`src/rtl/vote_session_ctrl.sv`:
```
// Voting-booth session controller: arms one ballot, forwards a single vote to the logger, then locks out.
// Optional armed-session idle timeout is enabled by defining VOTE_TIMEOUT_EN.
module vote_session_ctrl #(
  parameter int LOCKOUT_CYCLES = 16,
  parameter int TIMEOUT_CYCLES = 1000,
  parameter int CNT_W          = 8
) (
  input  logic             clk,
  input  logic             reset,
  input  logic             mode,
  input  logic             arm,
  input  logic [3:0]       vote_req,
  input  logic             log_ack,
  output logic [3:0]       vote_grant,
  output logic             ready,
  output logic             busy,
  output logic             reject,
  output logic             timeout,
  output logic [CNT_W-1:0] session_cnt
);

  typedef enum logic [1:0] {S_IDLE, S_ARMED, S_GRANT, S_LOCKOUT} state_t;

  localparam int              LOCK_W    = $clog2(LOCKOUT_CYCLES + 1);
  localparam logic [LOCK_W-1:0] LOCK_LAST = LOCK_W'(LOCKOUT_CYCLES - 1);
  localparam logic [CNT_W-1:0]  CNT_MAX   = {CNT_W{1'b1}};

  generate
    if (LOCKOUT_CYCLES < 1 || TIMEOUT_CYCLES < 2 || CNT_W < 1) begin : g_bad_param
      $error("vote_session_ctrl: parameter out of range");
    end
  endgenerate

  state_t            r_state, w_state_nxt;
  logic [3:0]        r_grant, w_grant_nxt;
  logic              r_reject, w_reject_nxt;
  logic [CNT_W-1:0]  r_cnt;
  logic              w_cnt_inc;
  logic [LOCK_W-1:0] r_lock_cnt, w_lock_nxt;
  logic              w_one_hot, w_multi;

`ifdef VOTE_TIMEOUT_EN
  localparam int               TMO_W    = $clog2(TIMEOUT_CYCLES);
  localparam logic [TMO_W-1:0] TMO_LAST = TMO_W'(TIMEOUT_CYCLES - 1);
  logic [TMO_W-1:0] r_tmo_cnt, w_tmo_nxt;
  logic             r_timeout, w_timeout_nxt;
`endif

  // A press counts as a vote only when exactly one candidate button is down.
  assign w_one_hot = (vote_req != 4'd0) && ((vote_req & (vote_req - 4'd1)) == 4'd0);
  assign w_multi   = (vote_req != 4'd0) && !w_one_hot;

  // NOTE: every signal written here gets a default first, so no path can leave one unassigned and infer a latch.
  always_comb begin
    w_state_nxt  = r_state;
    w_grant_nxt  = r_grant;
    w_reject_nxt = 1'b0;
    w_cnt_inc    = 1'b0;
    w_lock_nxt   = r_lock_cnt;
`ifdef VOTE_TIMEOUT_EN
    w_tmo_nxt     = r_tmo_cnt;
    w_timeout_nxt = 1'b0;
`endif
    unique case (r_state)
      S_IDLE: begin
        if (arm && !mode) begin
          w_state_nxt = S_ARMED;
`ifdef VOTE_TIMEOUT_EN
          w_tmo_nxt   = '0;
`endif
        end
      end
      S_ARMED: begin
        // Mode switch wins over any simultaneous button press.
        if (mode) begin
          w_state_nxt = S_IDLE;
        end else if (w_one_hot) begin
          w_state_nxt = S_GRANT;
          w_grant_nxt = vote_req;
        end else if (w_multi) begin
          w_reject_nxt = 1'b1;
`ifdef VOTE_TIMEOUT_EN
          w_tmo_nxt    = '0;
`endif
        end else begin
`ifdef VOTE_TIMEOUT_EN
          if (r_tmo_cnt == TMO_LAST) begin
            w_state_nxt   = S_IDLE;
            w_timeout_nxt = 1'b1;
          end else begin
            w_tmo_nxt = r_tmo_cnt + TMO_W'(1);
          end
`endif
        end
      end
      S_GRANT: begin
        if (log_ack) begin
          w_state_nxt = S_LOCKOUT;
          w_grant_nxt = 4'd0;
          w_cnt_inc   = 1'b1;
          w_lock_nxt  = LOCK_LAST;
        end
      end
      S_LOCKOUT: begin
        if (r_lock_cnt == '0) w_state_nxt = S_IDLE;
        else                  w_lock_nxt  = r_lock_cnt - LOCK_W'(1);
      end
      default: w_state_nxt = S_IDLE;
    endcase
  end

  // NOTE: state registers use non-blocking assignments so every flop samples pre-edge values.
  always_ff @(posedge clk) begin
    if (!reset) begin
      r_state    <= S_IDLE;
      r_grant    <= 4'd0;
      r_reject   <= 1'b0;
      r_cnt      <= '0;
      r_lock_cnt <= '0;
    end else begin
      r_state    <= w_state_nxt;
      r_grant    <= w_grant_nxt;
      r_reject   <= w_reject_nxt;
      r_lock_cnt <= w_lock_nxt;
      if (w_cnt_inc && r_cnt != CNT_MAX) r_cnt <= r_cnt + CNT_W'(1);
    end
  end

`ifdef VOTE_TIMEOUT_EN
  always_ff @(posedge clk) begin
    if (!reset) begin
      r_tmo_cnt <= '0;
      r_timeout <= 1'b0;
    end else begin
      r_tmo_cnt <= w_tmo_nxt;
      r_timeout <= w_timeout_nxt;
    end
  end
  assign timeout = r_timeout;
`else
  assign timeout = 1'b0;
`endif

  assign vote_grant  = r_grant;
  assign ready       = (r_state == S_ARMED);
  assign busy        = (r_state == S_GRANT) || (r_state == S_LOCKOUT);
  assign reject      = r_reject;
  assign session_cnt = r_cnt;

endmodule

```
`config.mk`:
```
export PLATFORM = sky130hd
export DESIGN_NAME = vote_session_ctrl
export DESIGN_NICKNAME = d
export VERILOG_FILES = /design/src/rtl/vote_session_ctrl.sv
export SDC_FILE = /design/constraint.sdc
export NUM_CORES = 1
export LEC_CHECK = 0
export CAP_MARGIN = 10
export CORE_ASPECT_RATIO = 0.7
export CORE_MARGIN = 8
export CORE_UTILIZATION = 40
export CTS_CLUSTER_SIZE = 14
export DETAILED_ROUTE_END_ITERATION = 8
export HOLD_SLACK_MARGIN = 0.02
export PLACE_DENSITY = 0.67
export SLEW_MARGIN = 20
export SYNTH_ARGS = -nofsm -noshare
export SYNTH_HDL_FRONTEND = slang
export SYNTH_SLANG_ARGS = --single-unit
```
`constraint.sdc`:
```
create_clock -name clk -period 1.6 [get_ports clk]
set_input_delay 0.4 -clock clk [delete_from_list [all_inputs] [get_ports clk]]
set_output_delay 0.4 -clock clk [all_outputs]
set_load 0.02 [all_outputs]
```
==> impl_results.md, run 1 <==
* Pin count of the biggest net entering global routing at 13
* Largest vdd supply drop at between 0.0004 and 0.0005 V
* Multi-input gate area at 620.6 um2
* Hold path start: vote_grant[0]
* Syn Std Cell Area at around 1000 um2
* Slew Viols, Final at 0
* CTS tree: yes
* Clock tree sinks at 20
* R2r worst-path depth at 6
* Tot Pwr at between 0.0008 and 0.0009 W
* Hold_buf cts at 0
* Crit path arrival time at 1.74 ns
* Final Core Density at 0.6077
* Top cells by count, synth: dfxtp_1, nand2_1, nor2_1
* GR Overflow Total at 0
* Initial antenna violation count at 0
* Setup CP Type: primary input to register
* Seq pwr share at 0.580
* Worst Path Required at 1.81 ns
* Area Overhead vs Synth at 45.04%
* Comb power frac at 0.147
* Syn Inst Count at around 120
* FF-to-FF setup slack at 0.10 ns
* Total of max-cap violations at 0
* Hold depth at 2
* Type of the tightest min-delay check: register to register
* Final nets at 172
* Max frequency at about 650 MHz
* GP Congestion at 0.8179
* Minimum clock period at 1.529 ns
* GRT Total Usage at 0.1218
* Initial DRC count at 32
* Clk pwr share at 0.273
* Pleak at 0.6582 nW
* Setup crit end kind: register
* Setup_tns at 0 ns
* Dpl hpwl at 1948 um
* Skew final at about 0.009 ns
* Die X at 76.42 um
* Synth area leaders: dfxtp_1, mux2i_1, a211oi_1
* Port Buffer Count at 23
* Critical path startpoint category: primary input
* Pwr/cell area at 589.7 nW/um2
* Final count of hold timing violations at 0
* Core Region at 2440 um2
* Int Pwr at 0.0006581 W
* First-pass GRT wire length at between 4000 and 5000 um
* Worst r2r src: r_lock_cnt[1]
* Syn Nets at 129
* Worst skew pair latency at 0.30 ns
* Wire per inst at 13.73 um
* Critical-path maximum fanout at 3
* Hold Path Sink: vote_grant[0]
* Pre-antenna DRT Iters at 4
* Avg Inst Size Synth at between 8 and 9 um2
* Detailed-route wire length at 2637 um
* Clock tree buffer depth at 2
* Finish-stage setup viols at 0
* Die H at between 50 and 60 um
* Die ar. at 4455 um2
* Warnings, synthesis at 0
* Yosys cell types at 40
* Worst r2r dst: r_lock_cnt[4]
* Top FF cell, synth: dfxtp_1
* CTS Buf Count at 3
* Antenna-violating nets left at 0
* Drc violations at 0
* Ys async rst share at 0
* Outcome: complete, no violations
* Vias in the first global route at 948
* Tcrit/Tclk final at 0.9559
* Net Switching at about 0.00022 W
* Row count at 15
* Number of synthesized flops with an enable pin at 0
* Via total after detailed routing at 983
* Worst-path clk slew at ~0.11 ns
* Starting Density at 0.4190
* Layout cells sized above 1 at 0.2342
* Antenna fix cells at 0
* Register Area at 401.6 um2
* Clock Tree Root: clkbuf_4
* Synth top area share at 0.3917
* #FFs+latches synth at 20
* Count leader, synth: dfxtp_1
* Fillers at 234
* Sequential share of the synthesized area at 0.3917
* H-tree levels at 1
* Number of I/O pins at 25
* Via/cell ratio at 5.120
* Sw frac at 0.2472
* Post-synth top area cell: dfxtp_1
[timing repair]
item                                   in CTS  in global routing
gates cloned                                0                  0
endpoints found under the hold margin       0                  0
pin swaps                                   1                  1
gates resized for setup                    17                 14
setup endpoints to repair                  22                 10
buffers inserted                            1                  0
[stage by stage]
| step | setup slack, ns | area (um2) | hold WS [ns] | std cells |
|---|---|---|---|---|
| 3_3_place_gp | -0.2559 | 1415 | 0.4591 | 188 |
| 4_1_cts | -0.02598 | 1435 | 0.4822 | 192 |
| 5_1_grt | -0.001798 | 1483 | 0.5077 | 192 |
| 2_1_floorplan | 0.1082 | 1022 | 0.4676 | 117 |
| 6_report | 0.07059 | 1483 | 0.4745 | 192 |
| 3_5_place_dp | -0.4212 | 1415 | 0.4658 | 188 |
[power groups by stage]
stage | Clock (W) | Sequential [W] | Combinational (W)
after floorplan | 0 | 0.000522 | 0.0000468
after global placement | 0 | 0.000519 | 0.000120
after detailed placement | 0 | 0.000519 | 0.000122
after CTS | 0.000248 | 0.000508 | 0.000121
after global routing | 0.000269 | 0.000509 | 0.000140
final | 0.000238 | 0.000507 | 0.000129
[critical path: stages]
cell             delay [ns]
clkdlybuf4s50_1        0.48
buf_4                  0.12
nand3b_1               0.15
nor3_1                 0.32
mux2i_1                0.22
nor2_1                 0.05
[cell families (layout without fill, tap and decap cells)]
logic type	after synthesis	in the layout	share of synthesized area
xor+xnor	5	5	0.04285
flops	20	20	0.3917
compound gates	21	21	0.1408
buf+inv	9	50	0.04896
fa+ha+maj	4	4	0.04652
simple gates	52	52	0.2766
other cells	1	1	0.003668
mux	5	5	0.04896
[routing by layer]
| metal | track usage | vias to the layer above | wire length (um) |
|---|---|---|---|
| met5 | 0 | - | 0 |
| met4 | 0.04905 | 0 | 34 |
| met3 | 0.05167 | 4 | 166 |
| met2 | 0.1764 | 22 | 1102 |
| met1 | 0.1556 | 453 | 1334 |
| li1 | - | 504 | - |
[final cells by class]
type                       count  area share
multi-input combinational     88      0.4186
inverter                       4     0.01013
clock buffer                   3     0.01519
timing repair buffer          43      0.2565
sequential                    20      0.2709
tap                           34     0.02869
[sequential cells by signal, summed over array words and instances (netlist names), named ones only]
| register | count |
|---|---|
| session_cnt | 8 |
| vote_grant | 4 |
| r_lock_cnt | 5 |
| r_state | 1 |
| reject | 1 |
[how the worst max path moves through the flow]
stage,startpoint,end,slack (ns),cells after the start
2_1_floorplan,session_cnt[0],session_cnt[0],0.11,5
3_3_place_gp,vote_req[0],vote_grant[0],-0.26,5
3_5_place_dp,vote_req[2],vote_grant[3],-0.42,5
4_1_cts,vote_req[0],register,-0.03,6
5_1_grt,r_lock_cnt[1],r_lock_cnt[4],-0.002,6
6_report,log_ack,session_cnt[6],0.07,6
[cell usage in the layout (no fill, tap or decap), drive strengths merged]
cell,netlist,final
dfxtp,20,20
buf,2,20
dlygate4sd2,0,14
nand2,13,13
nor2,11,11
nor3,8,8
nand3,7,7
a21oi,6,6
a211oi,6,6
mux2i,5,5
inv,4,4
clkdlybuf4s50,0,4
dlymetal6s2s,0,4
clkbuf,2,4
xor2,3,3
ha,3,3
nor4b,3,3
o21ai,2,2
xnor2,2,2
a21boi,1,1
o21a,1,1
nand3b,1,1
maj3,1,1
nor4,1,1
and3,1,1
and2,1,1
and3b,1,1
o2111ai,1,1
or4,1,1
or3b,1,1
o31ai,1,1
a311oi,1,1
nor3b,1,1
o311a,1,1
a221oi,1,1
nand2b,1,1
and4,1,1
conb,1,1
(Power assumes the default switching activity.)
==> run 2, diff against run 1 <==
--- a/config.mk
+++ b/config.mk
@@ -8,12 +8,11 @@
 export CAP_MARGIN = 10
 export CORE_ASPECT_RATIO = 0.7
 export CORE_MARGIN = 8
-export CORE_UTILIZATION = 40
+export CORE_UTILIZATION = 48
 export CTS_CLUSTER_SIZE = 14
 export DETAILED_ROUTE_END_ITERATION = 8
 export HOLD_SLACK_MARGIN = 0.02
-export PLACE_DENSITY = 0.67
-export SLEW_MARGIN = 20
+export PLACE_DENSITY = 0.78
 export SYNTH_ARGS = -nofsm -noshare
 export SYNTH_HDL_FRONTEND = slang
 export SYNTH_SLANG_ARGS = --single-unit
==> impl_results.md, run 2 (synthesized netlist as in run 1, its figures left out) <==
* Type of the tightest min-delay check: register to register
* Number of I/O pins at 25 (unchanged)
* H-tree levels at 1 (unchanged)
* Hold_buf cts at 0 (unchanged)
* Clk pwr share at 0.321 (+0.048)
* Setup CP Type: primary input to register
* Pleak at 0.6286 nW (-4.5%)
* Max reg flops at 8 (unchanged)
* Worst r2r dst: session_cnt[7]
* Total of max-cap violations at 0 (unchanged)
* Commonest non-fill, non-tap cell in the layout: buf_4
* Antenna fix cells at 0 (unchanged)
* Minimum clock period at 1.556 ns (+0.02667 ns)
* Initial antenna violation count at 0 (unchanged)
* Final nets at 171 (-0.58%)
* Worst r2r src: r_state[0]
* Die ar. at 3886 um2 (-13%)
* Final count of hold timing violations at 0 (unchanged)
* Finish-stage setup viols at 0 (unchanged)
* Tot Pwr at 0.0009274 W (+6.1%)
* Skew final at 0.01197 ns (+0.003200 ns)
* Clock Tree Root: clkbuf_4
* Clock tree buffer depth at 2 (unchanged)
* Starting Density at 0.4904 (+0.07142)
* CTS tree: yes
* Commonest cells after routing, fill and taps aside: buf_4, dfxtp_1, dlygate4sd2_1, nand2_1, nor2_1
* Via total after detailed routing at 999 (+1.6%)
* Comb power frac at 0.132 (-0.015)
* Detailed-route wire length at 2742 um (+4.0%)
* Antenna-violating nets left at 0 (unchanged)
* Row count at 14 (-1)
* Hold path start: vote_grant[2]
* Area Overhead vs Synth at 41.74%
* Slowest cell delay on critical path at 0.49 ns (about the same)
* Port Buffer Count at 23 (unchanged)
* Slew Viols, Final at 0 (unchanged)
* Critical-path maximum fanout at 2 (-1)
* Hold Path Sink: vote_grant[2]
* Pwr/cell area at 640.0 nW/um2 (+8.5%)
* Pin count of the biggest net entering global routing at 13 (unchanged)
* Clock tree sinks at 20 (unchanged)
* Critical path startpoint category: primary input
* Worst slack, placed at -0.4994 ns (-0.07822 ns)
* Wire per inst at 15.07 um (+9.7%)
* Hold depth at 2 (unchanged)
* First-pass GRT wire length at 4485 um (+2.7%)
* Worst Path Required at 1.85 ns (+0.04 ns)
* Setup crit end kind: register
* DP Area at 1390 um2 (-1.8%)
* GP Congestion at 0.8816 (+7.8%)
* Drc violations at 0 (unchanged)
* FF-to-FF setup slack at 0.11 ns (about the same)
* Tcrit/Tclk final at 0.9725 (+0.01667)
* Sw frac at 0.2415 (-0.005703)
* Dpl hpwl at 2068 um (+6.2%)
* Largest vdd supply drop at 0.0005879 V (+35%)
* GR Overflow Total at 0 (unchanged)
* Seq pwr share at 0.547 (-0.033)
* Crit path arrival time at 1.81 ns (+0.07 ns)
* Setup WS post-layout at 0.04392 ns (-0.02667 ns)
* Fillers at 170 (-27%)
* Vias in the first global route at 938 (-1.1%)
* Net Switching at 0.0002240 W (+3.6%)
* CTS Buf Count at 3 (unchanged)
* Int Pwr at 0.0007034 W (+6.9%)
* Die X at 71.16 um (-6.9%)
* CP cell instances: clkdlybuf4s50_1 -> and3b_1 -> nand2_4 -> or4_1 -> a21oi_1
* Via/cell ratio at 5.489 (+7.2%)
* Worst skew pair latency at 0.31 ns (about the same)
* Max frequency at 642.6 MHz (-1.7%)
* GRT Total Usage at 0.1495 (+0.02771)
* R2r worst-path depth at 5 (-1)
* Die H at 54.61 um (-6.3%)
* Pre-antenna DRT Iters at 4 (unchanged)
* Fin area at 1449 um2 (-2.3%)
* Core Region at 2085 um2 (-15%)
* Outcome: complete, no violations
* Worst-path clk slew at 0.12 ns (about the same)
* Slowest-stage cell, CP: clkdlybuf4s50_1
* Initial DRC count at 67 (+110%)
* Layout cells sized above 1 at 0.2405 (+0.006329)
==> run 2: cell types whose count changed in the layout (fill, tap and decap cells not counted) <==
cell            change
and3b_2             -1
nor3_2              +2
nor4b_2             +1
dfxtp_1             -1
nor4b_4             -1
dfxtp_2             +1
dlygate4sd2_1       +3
and3b_1             +1
a211oi_2            -1
buf_12              -1
clkbuf_8            +1
nor3_1              -2
dlymetal6s2s_1      -3
a211oi_1            +1
==> run 2: worst max path at each step <==
stage                   startpoint             end  slack (ns)  cells past startpoint
global route         r_lock_cnt[0]   r_lock_cnt[4]       -0.01                      6
detailed placement     vote_req[0]   vote_grant[0]       -0.50                      5
finish                     log_ack  session_cnt[7]        0.04                      5
global placement           log_ack  session_cnt[7]       -0.25                      5
floorplan           session_cnt[0]  session_cnt[0]        0.11                      5
CTS                    vote_req[1]   vote_grant[0]       0.009                      5
==> run 2: power groups by stage <==
| stage | Sequential [W] | Combinational (W) | Clock, W |
|---|---|---|---|
| detailed placement | 0.000519 | 0.000122 | 0 |
| CTS | 0.000507 | 0.000121 | 0.000304 |
| global route | 0.000509 | 0.000132 | 0.000337 |
| floorplan | 0.000522 | 0.0000468 | 0 |
| finish | 0.000508 | 0.000122 | 0.000298 |
| global placement | 0.000519 | 0.000117 | 0 |
==> run 2: worst max-delay path, delay by kind of cell <==
family                 cells  cell delay, ns
buffers and inverters      1            0.49
AOI/OAI and AO/OA          1            0.15
and+or+nand+nor            3            0.76
==> run 2: what timing repair did <==
item | 4_1_cts | 5_1_grt
setup endpoints to repair | 22 | 14
buffers inserted | 0 | 0
resized for setup | 22 | 9
pin swaps | 2 | 4
gates cloned | 0 | 0
==> run 2: final cells by class <==
class / count / area (um2) / share of cell area
Clock buffer: 4 / 36.28 / 0.02504
Inverter: 4 / 15.01 / 0.01036
Multi-Input combinational cell: 88 / 615.6 / 0.4249
Sequential cell: 20 / 402.9 / 0.2781
Tap cell: 24 / 30.03 / 0.02073
Timing Repair Buffer: 42 / 349.1 / 0.2409
==> run 2: stage by stage <==
step,utilization,cells,hold WS (ns),TNS [ns]
global route,0.6951,182,0.5078,-0.01628
finish,0.6951,182,0.4791,0
floorplan,-,117,0.4676,0
CTS,0.6849,182,0.4821,0
detailed placement,0.6669,178,0.4696,-4.506
global placement,0.6669,178,0.4576,-2.882
==> run 2: routing by layer <==
layer  vias up  track usage  part of all wire
li1        504            -                 -
met1       465       0.1832              0.46
met2        24       0.2413              0.46
met3         6      0.06581             0.069
met4         0      0.03082            0.0088
met5         -            0                 0
==> run 3, diff against run 2 <==
--- a/config.mk
+++ b/config.mk
@@ -11,8 +11,9 @@
 export CORE_UTILIZATION = 48
 export CTS_CLUSTER_SIZE = 14
 export DETAILED_ROUTE_END_ITERATION = 8
-export HOLD_SLACK_MARGIN = 0.02
+export HOLD_SLACK_MARGIN = 0.12
 export PLACE_DENSITY = 0.78
+export SETUP_SLACK_MARGIN = 0.1
 export SYNTH_ARGS = -nofsm -noshare
 export SYNTH_HDL_FRONTEND = slang
 export SYNTH_SLANG_ARGS = --single-unit
==> impl_results.md, run 3 (synthesized netlist as in run 1, its figures left out) <==
* Clk pwr share at 0.323 (+0.002)
* Area Overhead vs Synth at 42.11%
* Clock tree buffer depth at 2 (unchanged)
* Pwr/cell area at 641.0 nW/um2 (+0.15%)
* Pleak at 0.6225 nW (-0.96%)
* CP cell instances: inv_1 -> ha_1 -> or3b_2 -> nor3_2 -> xnor2_1 -> nor3_1
* Minimum clock period at 1.472 ns (-0.08379 ns)
* DP Area at 1390 um2 (unchanged)
* Setup CP Type: register to register
* Clock tree sinks at 20 (unchanged)
* Total of max-cap violations at 0 (unchanged)
* Tot Pwr at 0.0009311 W (+0.41%)
* Drc violations at 0 (unchanged)
* Type of the tightest min-delay check: register to register
* GP Congestion at 0.8816 (unchanged)
* Critical-path maximum fanout at 2 (unchanged)
* Via total after detailed routing at 1019 (+2.0%)
* Starting Density at 0.4904 (unchanged)
* CTS tree: yes
* Pre-antenna DRT Iters at 4 (unchanged)
* Tcrit/Tclk final at 0.9202 (-0.05237)
* Final count of hold timing violations at 0 (unchanged)
* Layout cells sized above 1 at 0.3082 (+0.06767)
* Worst path top cell family by delay: simple AND/OR/NAND/NOR gates
* CTS Buf Count at 3 (unchanged)
* Clock Tree Root: clkbuf_4
* Finish-stage setup viols at 0 (unchanged)
* Antenna-violating nets left at 0 (unchanged)
* Comb power frac at 0.131 (about the same)
* Net Switching at 0.0002277 W (+1.6%)
* Setup crit end kind: register
* Die H at 54.61 um (unchanged)
* Largest vdd supply drop at 0.0005901 V (+0.37%)
* Skew final at 0.01304 ns (+0.001070 ns)
* Commonest cells after routing, fill and taps aside: buf_4, dfxtp_1, nand2_1, dlygate4sd2_1, nor2_1
* Sw frac at 0.2445 (+0.002941)
* Dpl hpwl at 2068 um (unchanged)
* Initial DRC count at 71 (+6.0%)
* Int Pwr at 0.0007035 W (about the same)
* Fin area at 1453 um2 (+0.26%)
* Max reg flops at 8 (unchanged)
* Antenna fix cells at 0 (unchanged)
* Final Core Density at 0.6969 (+0.001801)
* Core Region at 2085 um2 (unchanged)
* Die ar. at 3886 um2 (unchanged)
* Slew Viols, Final at 0 (unchanged)
* Vias in the first global route at 952 (+1.5%)
* Fillers at 169 (-0.59%)
* Outcome: complete, no violations
* Via/cell ratio at 5.568 (+1.4%)
* Initial antenna violation count at 0 (unchanged)
* Worst skew pair latency at 0.31 ns (about the same)
* RSZ-0062 raised after global routing: yes
* Buf+Inv Stages, Crit Path at 1 (unchanged)
* Worst Path Required at 1.82 ns (-0.03 ns)
* Hold_buf cts at 0 (unchanged)
* Worst-path clk slew at 0.12 ns (about the same)
* Seq pwr share at 0.545 (-0.002)
* Row count at 14 (unchanged)
* Final nets at 172 (+0.58%)
* Number of I/O pins at 25 (unchanged)
* H-tree levels at 1 (unchanged)
* Wire per inst at 14.93 um (-0.91%)
* Max frequency at 679.2 MHz (+5.7%)
* Critical path startpoint category: register
* Crit path arrival time at 1.69 ns (-0.12 ns)
* GR Overflow Total at 0 (unchanged)
* GRT Total Usage at 0.1503 (+0.0007908)
* First-pass GRT wire length at 4512 um (+0.60%)
* Die X at 71.16 um (unchanged)
* Slowest-stage cell, CP: or3b_2
* Register Area at 404.1 um2 (+0.31%)
* Port Buffer Count at 23 (unchanged)
* Multi-input gate area at 636.9 um2 (+3.5%)
* Detailed-route wire length at 2732 um (-0.36%)
* Slowest cell delay on critical path at 0.47 ns (-0.02 ns)
* Commonest non-fill, non-tap cell in the layout: buf_4
* Pin count of the biggest net entering global routing at 13 (unchanged)
[run 3: final timing paths]
kind / from / end / slack (ns) / cells after the start
worst min-delay path: vote_grant[2] / vote_grant[2] / 0.48 / 2
worst max register to register: r_lock_cnt[1] / r_lock_cnt[4] / 0.13 / 6
worst min register to register: vote_grant[2] / vote_grant[2] / 0.48 / 2
worst max-delay path: r_lock_cnt[1] / r_lock_cnt[4] / 0.13 / 6
[run 3: worst register-to-register path, stage by stage, from the launching register on]
cell and delay, ns:
dfxtp_2 0.34, inv_1 0.08, ha_1 0.15, or3b_2 0.47
nor3_2 0.15, xnor2_1 0.14, nor3_1 0.06
[run 3: metrics by stage]
step | cells | worst slack [ns] | TNS [ns] | hold WS, ns
floorplan | 117 | 0.1082 | 0 | 0.4676
global placement | 178 | -0.2533 | -2.882 | 0.4576
detailed placement | 178 | -0.4994 | -4.506 | 0.4696
CTS | 182 | 0.09840 | 0 | 0.4821
global route | 183 | -0.002731 | -0.002731 | 0.5078
finish | 183 | 0.1277 | 0 | 0.4792
[run 3: power groups by stage]
| stage | logic (W) | clock network, W | registers [W] |
|---|---|---|---|
| global placement | 0.000117 | 0 | 0.000519 |
| CTS | 0.000120 | 0.000304 | 0.000507 |
| finish | 0.000122 | 0.000301 | 0.000508 |
| floorplan | 0.0000468 | 0 | 0.000522 |
| detailed placement | 0.000122 | 0 | 0.000519 |
| global route | 0.000133 | 0.000336 | 0.000509 |
[run 3: timing repair]
| action | CTS | global route |
|---|---|---|
| pin swaps | 5 | 5 |
| setup buffers | 0 | 1 |
| setup endpoints to repair | 25 | 15 |
| gates resized for setup | 30 | 22 |
[run 3: layout make-up]
| type | instances | area share |
|---|---|---|
| Inverter | 4 | 0.01034 |
| Tap cell | 24 | 0.02067 |
| Sequential cell | 20 | 0.2782 |
| Clock buffer | 4 | 0.02498 |
| Multi-Input combinational cell | 88 | 0.4384 |
| Timing Repair Buffer | 43 | 0.2274 |
[run 3: layer usage]
| layer | track usage | vias up | routed length [um] |
|---|---|---|---|
| li1 | - | 505 | - |
| met5 | 0 | - | 0 |
| met1 | 0.1821 | 472 | 1268 |
| met2 | 0.2458 | 35 | 1246 |
| met3 | 0.06581 | 7 | 190 |
| met4 | 0.03082 | 0 | 27 |
